$ cat src/rtl/alu_pkg.sv
// Shared types, constants and word-format helpers for the ALU serial link.
package alu_pkg;

    localparam int unsigned WORD_BITS   = 10;
    localparam int unsigned FRAME_WORDS = 3;
    localparam int unsigned FRAME_BITS  = WORD_BITS * FRAME_WORDS;

    typedef enum logic [1:0] {
        IDLE,
        SHIFT,
        GAP
    } tx_state_t;

    function automatic logic word_parity(input logic [8:0] bits);
        return ^bits;
    endfunction

    // Word layout is {flag, byte, parity}; parity makes the whole word even.
    function automatic logic [WORD_BITS-1:0] build_word(input logic flag,
                                                        input logic [7:0] data_byte);
        return {flag, data_byte, word_parity({flag, data_byte})};
    endfunction

endpackage

$ cat src/rtl/alu_frame_builder.sv
// Combinational packing of one ALU result into a 30-bit status/MSB/LSB frame.
module alu_frame_builder
    import alu_pkg::*;
#(
    parameter logic STATUS_FLAG = 1'b1
) (
    input  logic [7:0]            res_status,
    input  logic [15:0]           res_data,
    output logic [FRAME_BITS-1:0] frame
);

    assign frame = {build_word(STATUS_FLAG, res_status),
                    build_word(1'b0, res_data[15:8]),
                    build_word(1'b0, res_data[7:0])};

endmodule

$ cat src/rtl/alu_serial_tx.sv
// Serialises accepted ALU results onto dout as 30-bit frames, MSB first, with a
// one-deep holding register and a configurable idle gap between frames.
module alu_serial_tx
    import alu_pkg::*;
#(
    parameter int unsigned GAP_CYCLES  = 2,
    parameter logic        STATUS_FLAG = 1'b1
) (
    input  logic        clk,
    input  logic        rst,
    input  logic        res_valid,
    output logic        res_ready,
    input  logic [7:0]  res_status,
    input  logic [15:0] res_data,
    output logic        dout,
    output logic        dout_valid,
    output logic        tx_busy
);

    localparam logic [4:0] LastBit = 5'(FRAME_BITS - 1);
    localparam logic [3:0] LastGap = 4'(GAP_CYCLES - 1);

    tx_state_t             state_q, state_d;
    logic [FRAME_BITS-1:0] shreg_q, shreg_d;
    logic [FRAME_BITS-1:0] hold_q, hold_d;
    logic                  hold_full_q, hold_full_d;
    logic [4:0]            bit_cnt_q, bit_cnt_d;
    logic [3:0]            gap_cnt_q, gap_cnt_d;
    logic                  dout_q, dout_d;
    logic                  dout_valid_q, dout_valid_d;
    logic                  res_ready_q;

    logic                  accept;
    logic                  load_in;
    logic                  load_hold;
    logic [FRAME_BITS-1:0] frame_in;
    logic [FRAME_BITS-1:0] frame_sel;

    alu_frame_builder #(
        .STATUS_FLAG(STATUS_FLAG)
    ) u_frame_builder (
        .res_status(res_status),
        .res_data  (res_data),
        .frame     (frame_in)
    );

    assign accept = res_valid && res_ready_q;

    always_comb begin
        state_d      = state_q;
        shreg_d      = shreg_q;
        hold_d       = hold_q;
        hold_full_d  = hold_full_q;
        bit_cnt_d    = bit_cnt_q;
        gap_cnt_d    = gap_cnt_q;
        dout_d       = dout_q;
        dout_valid_d = dout_valid_q;
        load_in      = 1'b0;
        load_hold    = 1'b0;
        frame_sel    = frame_in;

        unique case (state_q)
            IDLE: begin
                if (hold_full_q) begin
                    load_hold = 1'b1;
                end else if (accept) begin
                    load_in = 1'b1;
                end
            end

            SHIFT: begin
                if (accept) begin
                    hold_d      = frame_in;
                    hold_full_d = 1'b1;
                end
                if (bit_cnt_q == LastBit) begin
                    // With no gap a queued frame follows without dropping dout_valid.
                    if (GAP_CYCLES == 0 && hold_full_q) begin
                        load_hold = 1'b1;
                    end else begin
                        dout_d       = 1'b0;
                        dout_valid_d = 1'b0;
                        gap_cnt_d    = '0;
                        state_d      = (GAP_CYCLES == 0) ? IDLE : GAP;
                    end
                end else begin
                    dout_d    = shreg_q[FRAME_BITS-1];
                    shreg_d   = {shreg_q[FRAME_BITS-2:0], 1'b0};
                    bit_cnt_d = bit_cnt_q + 5'd1;
                end
            end

            GAP: begin
                if (accept) begin
                    hold_d      = frame_in;
                    hold_full_d = 1'b1;
                end
                if (gap_cnt_q == LastGap) begin
                    // An accept on this edge lands in holding; IDLE launches it next.
                    if (hold_full_q) begin
                        load_hold = 1'b1;
                    end else begin
                        state_d = IDLE;
                    end
                end else begin
                    gap_cnt_d = gap_cnt_q + 4'd1;
                end
            end

            default: state_d = IDLE;
        endcase

        // The first bit goes out on the load edge, so the shifter keeps only the rest.
        if (load_in || load_hold) begin
            frame_sel    = load_hold ? hold_q : frame_in;
            shreg_d      = {frame_sel[FRAME_BITS-2:0], 1'b0};
            dout_d       = frame_sel[FRAME_BITS-1];
            dout_valid_d = 1'b1;
            bit_cnt_d    = '0;
            state_d      = SHIFT;
            if (load_hold) begin
                hold_full_d = 1'b0;
            end
        end
    end

    always_ff @(posedge clk or posedge rst) begin
        if (rst) begin
            state_q      <= IDLE;
            shreg_q      <= '0;
            hold_q       <= '0;
            hold_full_q  <= 1'b0;
            bit_cnt_q    <= '0;
            gap_cnt_q    <= '0;
            dout_q       <= 1'b0;
            dout_valid_q <= 1'b0;
            res_ready_q  <= 1'b0;
        end else begin
            state_q      <= state_d;
            shreg_q      <= shreg_d;
            hold_q       <= hold_d;
            hold_full_q  <= hold_full_d;
            bit_cnt_q    <= bit_cnt_d;
            gap_cnt_q    <= gap_cnt_d;
            dout_q       <= dout_d;
            dout_valid_q <= dout_valid_d;
            res_ready_q  <= ~hold_full_d;
        end
    end

    assign res_ready  = res_ready_q;
    assign dout       = dout_q;
    assign dout_valid = dout_valid_q;
    assign tx_busy    = (state_q != IDLE);

endmodule

$ cat config.mk
export PLATFORM = sky130hd
export DESIGN_NAME = alu_serial_tx
export DESIGN_NICKNAME = d
export VERILOG_FILES = /design/src/rtl/alu_pkg.sv /design/src/rtl/alu_frame_builder.sv /design/src/rtl/alu_serial_tx.sv
export SDC_FILE = /design/constraint.sdc
export NUM_CORES = 1
export LEC_CHECK = 0
export ABC_CLOCK_PERIOD_IN_PS = 7050
export CORE_ASPECT_RATIO = 0.75
export CORE_MARGIN = 2
export CORE_UTILIZATION = 30
export CTS_CLUSTER_DIAMETER = 40
export DETAILED_ROUTE_END_ITERATION = 10
export PLACE_DENSITY_LB_ADDON = 0.08
export SLEW_MARGIN = 40
export SYNTH_ARGS = -nofsm -noshare
export SYNTH_HDL_FRONTEND = slang
export SYNTH_HIERARCHICAL = 1
export SYNTH_SLANG_ARGS = --single-unit
$ cat constraint.sdc
create_clock -name clk -period 7.05 [get_ports clk]
set_input_delay 1.0575 -clock clk [delete_from_list [all_inputs] [get_ports clk]]
set_output_delay 1.0575 -clock clk [all_outputs]
set_load 0.005 [all_outputs]
==> metrics.log <==
[metrics] register clock-pin slew on the reported worst setup and hold paths: 50 ps
[metrics] vias post-DR: 2763
[metrics] total DRC errors in the routed layout: 0
[metrics] time the worst path needs with I/O delays and setup: 2710 ps
[metrics] Seq/Total Area, Yosys: 0.458
[metrics] share of Yosys cell area claimed by the top area cell type: 0.458
[metrics] standard cell core area: 13100 um^2
[metrics] pin count of the biggest net entering global routing: 75
[metrics] Post-Syn Area per Cell: between 10 and 15 um^2
[metrics] number of ports placed on the die boundary: 31
[metrics] Final setup viols: 0
[metrics] arrival time at the worst endpoint: 1660 ps
[metrics] total gr overflow: 0
[metrics] number of antenna repair diodes: 0
[metrics] class of the most critical hold timing path: flop to flop
[metrics] Slew Viols, Final: 0
[metrics] final RePlAce weighted congestion: between 0.7 and 0.8
[metrics] number of global-route vias before repair: 2854
[metrics] total wirelength of the detailed-routed design: 9190 um
[metrics] vias per std cell: around 5
[metrics] sequential share of power: 0.372
[metrics] CTS Buffer Depth: 2
[metrics] TritonCTS clock tree: yes
[metrics] Synth Register Bits: 74
[metrics] All-Layer GR Usage: 0.134
[metrics] crit path kind: flop to output port
[metrics] max_slew headroom: 0.521
[metrics] first-pass GRT wire length: approximately 15000 um
[metrics] internal power summed over all cells: approximately 0.0013 W
[metrics] crit-path max FO: 5
[metrics] number of warnings printed during yosys synthesis: 6
[metrics] switching portion of total power: 0.356
[metrics] Post-synth EDFFs: 0
[metrics] root buf cell: sky130_fd_sc_hd__clkbuf_16
[metrics] Initial DRT Pass Iterations: 4
[metrics] setup repair after global routing missed its margin: false
[metrics] post-synthesis cell type count: 36
[metrics] Static Leakage: 1.91 nW
[metrics] initial antenna violation count: 0
[metrics] number of endpoints with negative hold slack in the final report: 0
[metrics] power density normalized to cell area: around 430 nW/um^2
[metrics] max-cap violation count: 0
[metrics] Max Clock Skew: ~3.9 ps
[metrics] post-synthesis async set-or-reset flop share: 1.00
[metrics] number of buffers inserted by post-CTS setup repair: 0
[metrics] clock latency of the later-clocked register in the worst-skew pair: roughly 330 ps
[metrics] Post-Synthesis Cell Area: 4040 um^2
[metrics] total negative slack: 0 ps
[metrics] worst-margin pin slew: 719 ps
[metrics] Horiz. Die Dim: 138 um
[metrics] status: finished, final reports clean
[metrics] layout cell share with drive strength beyond 1: 0.174
[metrics] Initial Util: 0.310
[metrics] cts hold-fix bufs: 0
[metrics] maximum achievable frequency: 368 MHz
[metrics] largest vdd supply drop: 145 uV
[metrics] final net count: roughly 430
[metrics] count of port buffers added during placement: 30
[metrics] placed wire-length estimate: roughly 5500 um
[metrics] data required time at the worst endpoint: 5990 ps
[metrics] growth of design area from synthesis to finish: 12.9%
[metrics] antenna viol nets, final: 0
[metrics] clock share of power: 0.212
[metrics] critical path capture point type: output port
[metrics] most area-consuming cells after synthesis: sky130_fd_sc_hd__dfrtp_1, sky130_fd_sc_hd__mux2_2, sky130_fd_sc_hd__a211oi_1
[metrics] Non-Filler Cell Area, Final: 4570 um^2
[metrics] share of the cycle needed by the critical path after routing: 0.385
[metrics] Post-synth top flop: sky130_fd_sc_hd__dfrtp_1
[metrics] Iter 0 DRT Violations: 137
[metrics] chip height: 105 um
[metrics] number of gates resized after CTS: 0
[metrics] deepest level of the CTS H-tree: 3
[metrics] per-cell routed wire length: 16.2 um
[metrics] setup slack after layout: 4340 ps
[metrics] cell taking the most area after synthesis: sky130_fd_sc_hd__dfrtp_1
[metrics] post-placement cell area: 4310 um^2
[metrics] number of placement rows: 36
[metrics] CTS buffer count: 9
[metrics] Place WS: 4370 ps
[metrics] relative contribution of combinational cells to total power: 0.416
[metrics] startpoint kind of the worst setup timing path: flop
[metrics] Post-Synthesis Cells: 396
[metrics] Fillers: between 1000 and 1500
[metrics] die footprint: 14400 um^2
[metrics] clk sink count: 74
[metrics] net switching power: 0.000699 W
-- metal layers --
metal	global-route usage	vias up	share of wire
met5	0	-	0
met4	0.0423	0	0.010
met3	0.0335	10	0.033
met2	0.192	53	0.42
met1	0.197	1337	0.54
li1	-	1363	-
-- through the flow --
step / power (W) / hold slack, ps / util / cells
2_1_floorplan: 0.00137 / 445 / - / 397
3_3_place_gp: 0.00154 / 461 / 0.327 / 552
3_5_place_dp: 0.00156 / 459 / 0.330 / 554
4_1_cts: 0.00200 / 476 / 0.350 / 567
5_1_grt: 0.00213 / 506 / 0.350 / 567
6_report: 0.00196 / 479 / 0.350 / 567
-- state kept, by name, indices dropped and copies added, names as in the netlist --
register,count
shreg_q,29
dout_valid,1
bit_cnt_q,5
state_q,2
res_ready,1
hold_full_q,1
gap_cnt_q,4
dout,1
hold_q,30
-- cell usage after synthesis (all sizes together), types with 4 or more instances --
cell / instances
dfrtp: 74
o21ai: 64
buf: 40
nand2: 36
and3: 31
a211oi: 30
mux2: 30
xnor2: 20
clkbuf: 13
inv: 9
nand3: 9
ha: 7
nor2: 6
a22o: 4
xor2: 4
-- worst max-delay path, stage by stage (launching register included) --
cell	delay, ps
sky130_fd_sc_hd__dfrtp_1	380
sky130_fd_sc_hd__inv_1	80
sky130_fd_sc_hd__ha_1	240
sky130_fd_sc_hd__inv_1	120
sky130_fd_sc_hd__clkdlybuf4s50_1	510
-- kinds of logic (layout without fill, tap and decap cells) --
| logic type | Yosys count | after routing | share of synthesized area |
|---|---|---|---|
| multiplexers | 30 | 30 | 0.0835 |
| buffers and inverters | 62 | 61 | 0.0941 |
| other | 2 | 3 | 0.00186 |
| XOR/XNOR | 24 | 24 | 0.0520 |
| adder cells (fa/ha/maj) | 7 | 7 | 0.0217 |
| flip-flops | 74 | 74 | 0.458 |
| AND/OR/NAND/NOR | 88 | 88 | 0.110 |
| AO/OA/AOI/OAI | 109 | 109 | 0.179 |
-- final timing paths --
check / from / end / slack [ps] / cells after the start
worst min register to register: hold_q[29] / dout / 480 / 2
min in group asynchronous: rst / hold_q[8] / 1220 / 3
worst max register to register: bit_cnt_q[1] / gap_cnt_q[0] / 4840 / 7
worst min-delay path: hold_q[29] / dout / 480 / 2
max in group asynchronous: rst / hold_q[16] / 5320 / 3
worst max-delay path: state_q[1] / tx_busy / 4340 / 4
-- power groups by stage --
stage          Sequential, W  Clock [W]  Combinational (W)
2_1_floorplan       0.000707          0           0.000662
3_3_place_gp        0.000734          0           0.000809
3_5_place_dp        0.000737          0           0.000826
4_1_cts             0.000730   0.000434           0.000834
5_1_grt             0.000753   0.000453           0.000920
6_report            0.000731   0.000416           0.000818
-- layout make-up --
| cell class | instances | area [um^2] | area share |
|---|---|---|---|
| clock buffer | 13 | 260 | 0.0570 |
| inverter | 9 | 33.8 | 0.00740 |
| multi-input combinational | 261 | 1820 | 0.399 |
| sequential | 74 | 1850 | 0.406 |
| tap | 171 | 214 | 0.0469 |
| timing repair buffer | 39 | 383 | 0.0839 |
-- layout by cell type (no fill, tap or decap), types with 6 or more instances in the layout --
cell and instances:
sky130_fd_sc_hd__ha_1 7, sky130_fd_sc_hd__clkdlybuf4s50_1 30, sky130_fd_sc_hd__clkbuf_16 9, sky130_fd_sc_hd__a211oi_1 30
sky130_fd_sc_hd__o21ai_2 12, sky130_fd_sc_hd__xnor2_1 20, sky130_fd_sc_hd__dfrtp_1 74, sky130_fd_sc_hd__nand3_1 9
sky130_fd_sc_hd__nand2_1 36, sky130_fd_sc_hd__o21ai_1 16, sky130_fd_sc_hd__o21ai_0 35, sky130_fd_sc_hd__and3_1 31
sky130_fd_sc_hd__inv_1 7, sky130_fd_sc_hd__mux2_2 30, sky130_fd_sc_hd__buf_4 6, sky130_fd_sc_hd__nor2_1 6
Power figures use the tool's default switching activity.
==> RTL edit 1 (same flow settings) <==
`hold_q` no longer has a reset.
--- a/src/rtl/alu_serial_tx.sv
+++ b/src/rtl/alu_serial_tx.sv
@@ -128,7 +128,6 @@
         if (rst) begin
             state_q      <= IDLE;
             shreg_q      <= '0;
-            hold_q       <= '0;
             hold_full_q  <= 1'b0;
             bit_cnt_q    <= '0;
             gap_cnt_q    <= '0;
@@ -138,7 +137,6 @@
         end else begin
             state_q      <= state_d;
             shreg_q      <= shreg_d;
-            hold_q       <= hold_d;
             hold_full_q  <= hold_full_d;
             bit_cnt_q    <= bit_cnt_d;
             gap_cnt_q    <= gap_cnt_d;
@@ -148,6 +146,10 @@
         end
     end
 
+    always_ff @(posedge clk) begin
+        hold_q <= hold_d;
+    end
+
     assign res_ready  = res_ready_q;
     assign dout       = dout_q;
     assign dout_valid = dout_valid_q;
Check against the original RTL: same outputs for any inputs over 10 cycles, from zero or initial values and one cycle with rst high; that may be too few to reach the edited logic, so the function may still have changed.
==> RTL edit 1 against the original RTL <==
- final area shrank 3.6%
- clock power grew 21%
- sequential share of layout area is 4.9 points higher
- worst setup slack got worse by 4.6 ps
- power down 5.7%
- via count shrank 4.8%
- routed wire length fell by 6.2%
- final cell count shrank 6.0%
- synthesized area shrank 5.2%
- sequential cell count did not move
- utilization up 0.56 points
- critical path type unchanged
- largest cell class unchanged
- largest power group is now sequential cells
==> RTL edit 1: results (changes against the original RTL) <==
| Metric | Value |
|---|---|
| Met2 Resource Use GR | 0.210 (was 0.192) |
| Inserted Clock Buffers | 9 (unchanged) |
| Worst R2R End | gap_cnt_q[1]$_DFFE_PP0P_ (was gap_cnt_q[0]$_DFFE_PP0P_) |
| Type of the worst min-delay path | reg2reg (unchanged) |
| Syn_area_per_cell | 10.6 µm² (was 10.2 µm²) |
| Slew margin rel. | 0.603 (was 0.521) |
| Static Leak | 1.74 nW (was 1.91 nW) |
| Compound-Gate Fraction of Synth Area | 0.187 (was 0.179) |
| Post-synth ARST share | 0.595 (was 1.00) |
| Finished Layout Cells | 533 (was 567) |
| Int Power | 1.21 mW (was 1.27 mW) |
| Met1 GRT Util | 0.188 (was 0.197) |
| Synth cell count leaders | dfrtp_1 (44), o21ai_0 (39), nand2_1 (36) (was dfrtp_1 (74), nand2_1 (36), o21ai_0 (35)) |
| Netlist cell types | 35 (was 36) |
| Hold Path End | shreg_q[15]$_DFFE_PP0P_ (was dout$_DFFE_PP0P_) |
| Status | finished clean (unchanged) |
| Post-synth EDFFs | 30 (was 0) |
| Post-Route WL | 8620 µm (was 9190 µm) |
| Logic power comb | 673 µW (was 818 µW) |
| Initial DRC Count | 152 (was 137) |
| Post-synthesis xor/xnor area fraction | 0.0548 (was 0.0520) |
| CTS max path bufs | 2 (unchanged) |
| CP max FO | 5 (unchanged) |
| H-Tree Depth | 3 (unchanged) |
| Placed insts | 517 (was 554) |
| Synth warnings | 6 (unchanged) |
| Post-synthesis mux area share | 0 (was 0.0835) |
| Pre-CTS WS | 4470 ps (was 4370 ps) |
| Synth Area in Adders | 0.0228 (was 0.0217) |
| Sequential fraction of the synthesis area | 0.522 (was 0.458) |
| WL met1 | 4470 µm (was 4950 µm) |
| First-pass GRT wire length | 14400 µm (was 15300 µm) |
| Reg2Reg Depth | 8 (was 7) |
| VDD IR max | 0.000125 V (was 0.000145 V) |
| WL met3 | 265 µm (was 306 µm) |
| Vias per cell | 4.93 (was 4.87) |
| WHS | 450 ps (was 479 ps) |
| Routed wl met2 | 3820 µm (was 3840 µm) |
| Placed Area | 4070 µm² (was 4310 µm²) |
| Hold path start | hold_q[14]$_DFFE_PP_ (was hold_q[29]$_DFFE_PP0P_) |
| Final clock skew | 8.42 ps (was 3.92 ps) |
| Final-stage net count | 396 (was 428) |
| GPL Wtd Cong | 0.684 (was 0.748) |
| Share of cells above drive strength 1 | 0.112 (was 0.174) |
| Clk power | 503 µW (was 416 µW) |
| Largest net degree at the start of global routing | 45 (was 75) |
| Number of global-route vias before repair | 2621 (was 2854) |
| All-Layer GR Usage | 0.136 (was 0.134) |
| Hpwl dp | 4810 µm (was 5520 µm) |
| Synth top area cells | dfrtp_1 (29%), edfxtp_1 (23%), a211oi_1 (5.9%), buf_4 (5.3%), o21ai_0 (5.1%) (was dfrtp_1 (46%), mux2_2 (8.4%), a211oi_1 (5.6%), buf_4 (5.0%), and3_1 (4.8%)) |
| Met3 Usage GRT | 0.0342 (was 0.0335) |
| Switching Fraction | 0.349 (was 0.356) |
| Reg2reg setup slack | 4630 ps (was 4840 ps) |
[RTL edit 1: cell types whose count changed after synthesis, moves of 2 or more]
cell,change
buf_2,-2
dfrtp_1,-30
edfxtp_1,+30
mux2_2,-30
o21ai_0,+4
o21ai_1,-3
[RTL edit 1: worst max path at each step]
stage,from,end,slack (ps)
floorplan,res_valid,hold_q[0]$_DFFE_PP_,4780
global placement,res_valid,bit_cnt_q[1]$_DFFE_PP0P_,4510
detailed placement,res_valid,bit_cnt_q[1]$_DFFE_PP0P_,4470
CTS,state_q[0]$_DFFE_PP0P_,tx_busy,4300
global route,state_q[0]$_DFFE_PP0P_,tx_busy,4220
finish,state_q[0]$_DFFE_PP0P_,tx_busy,4330
[RTL edit 1: final cells by class]
cell class,count,area (µm²)
fillers,1240,7990
multi-input cells,231,1470
flip-flops and latches,74,2000
clock inverters,6,88.8
well taps,166,208
repair buffers,37,353
clock buffers,10,239
inverters,9,36.3
==> RTL edit 2 (same settings) <==
Without the edit above. `STATUS_FLAG` is set to 1'b1 in 2 places; all go to 1'b0.
--- a/src/rtl/alu_frame_builder.sv
+++ b/src/rtl/alu_frame_builder.sv
@@ -2,7 +2,7 @@
 module alu_frame_builder
     import alu_pkg::*;
 #(
-    parameter logic STATUS_FLAG = 1'b1
+    parameter logic STATUS_FLAG = 1'b0
 ) (
     input  logic [7:0]            res_status,
     input  logic [15:0]           res_data,
--- a/src/rtl/alu_serial_tx.sv
+++ b/src/rtl/alu_serial_tx.sv
@@ -4,7 +4,7 @@
     import alu_pkg::*;
 #(
     parameter int unsigned GAP_CYCLES  = 2,
-    parameter logic        STATUS_FLAG = 1'b1
+    parameter logic        STATUS_FLAG = 1'b0
 ) (
     input  logic        clk,
     input  logic        rst,
Function: changed (a bounded check fails within 4 cycles, from zero or initial values and one cycle with rst high).
==> RTL edit 2 against the original RTL <==
- worst setup slack better by 34 ps
- worst hold slack worse by 4.0 ps
- largest cell class unchanged
- final area is 0.27% lower
- power is 0.93% lower
- sequential cell count stayed put
- clock power is 3% lower
- utilization is 0.096 points lower
- global-route usage is 0.14 points higher
- sequential share of layout area is 0.11 points higher
- synthesized area hardly changed
- routed wire length is 0.36% lower
==> RTL edit 2: results (changes against the original RTL) <==
| Metric | Value |
|---|---|
| Share of cells above drive strength 1 | 0.175 (was 0.174) |
| First-pass GRT wire length | 15600 µm (was 15300 µm) |
| Crit path launch | state_q[0]$_DFFE_PP0P_ (was state_q[1]$_DFFE_PP0P_) |
| Final clock skew | 6.36 ps (was 3.92 ps) |
| Type of the worst min-delay path | reg2reg (unchanged) |
| Slew margin rel. | 0.520 (was 0.521) |
| Hpwl dp | 5410 µm (was 5520 µm) |
| Number of global-route vias before repair | 2857 (was 2854) |
| Worst Path Arrival | 1620 ps (was 1660 ps) |
| Static Leak | 1.91 nW (about the same) |
| GPL Wtd Cong | 0.725 (was 0.748) |
| Vias per cell | 4.83 (was 4.87) |
| All-Layer GR Usage | 0.135 (was 0.134) |
| Power Dens Cells | 427 nW/µm² (was 430 nW/µm²) |
| Sequential fraction of the synthesis area | 0.458 (about the same) |
| Hold path start | hold_q[28]$_DFFE_PP0P_ (was hold_q[29]$_DFFE_PP0P_) |
| Initial DRC Count | 145 (was 137) |
| Finished Layout Cells | 566 (was 567) |
| Syn_area_per_cell | 10.2 µm² (about the same) |
| VDD IR max | 0.000185 V (was 0.000145 V) |
| Pre-CTS WS | 4380 ps (was 4370 ps) |
| Post-Route WL | 9160 µm (was 9190 µm) |
| Comb pwr share | 0.418 (was 0.416) |
| Synth top area cells | dfrtp_1 (46%), mux2_2 (8.4%), a211oi_1 (5.6%), buf_4 (5.0%), and3_1 (4.8%) (unchanged) |
| Status | finished clean (unchanged) |
[RTL edit 2: cells by family (layout without fill, tap and decap cells)]
logic type,Yosys count,count (layout),synth area share
AO/OA/AOI/OAI,109,109,0.179
XOR/XNOR,24,24,0.0520
adder cells (fa/ha/maj),7,7,0.0217
buffers and inverters,62,60,0.0941
flip-flops,74,74,0.458
multiplexers,30,30,0.0836
other,1,3,0.000928
AND/OR/NAND/NOR,88,88,0.111
[RTL edit 2: path summary, 6_finish.rpt]
| kind | depth (start not counted) | end | slack, ps |
|---|---|---|---|
| max in group asynchronous | 3 | shreg_q[26]$_DFFE_PP0P_ | 5310 |
| min reg2reg | 2 | shreg_q[29]$_DFFE_PP0P_ | 480 |
| max reg2reg | 7 | gap_cnt_q[0]$_DFFE_PP0P_ | 4900 |
| min | 2 | shreg_q[29]$_DFFE_PP0P_ | 480 |
| min in group asynchronous | 3 | hold_q[11]$_DFFE_PP0P_ | 1240 |
| max | 4 | tx_busy | 4370 |
[RTL edit 2: per-layer routing]
metal	track usage	up-vias	share of wire	routed length, µm
li1	-	1359	-	-
met1	0.195	1342	0.55	5010
met2	0.207	29	0.42	3890
met3	0.0299	6	0.019	172
met4	0.0328	0	0.0088	81
met5	0	-	0	0
[RTL edit 2: layout make-up]
type / count / area (µm²)
fillers: 1330 / 8510
flip-flops and latches: 74 / 1850
multi-input cells: 261 / 1820
repair buffers: 39 / 383
clock buffers: 11 / 243
well taps: 171 / 214
inverters: 9 / 33.8
clock inverters: 1 / 5.00
[RTL edit 2: worst register-to-register path: cells and delay by family, from the launching register on]
kind	cells	cell delay, ps
flops	1	410
fa+ha+maj	1	160
simple gates	2	470
buf+inv	2	430
compound gates	2	580
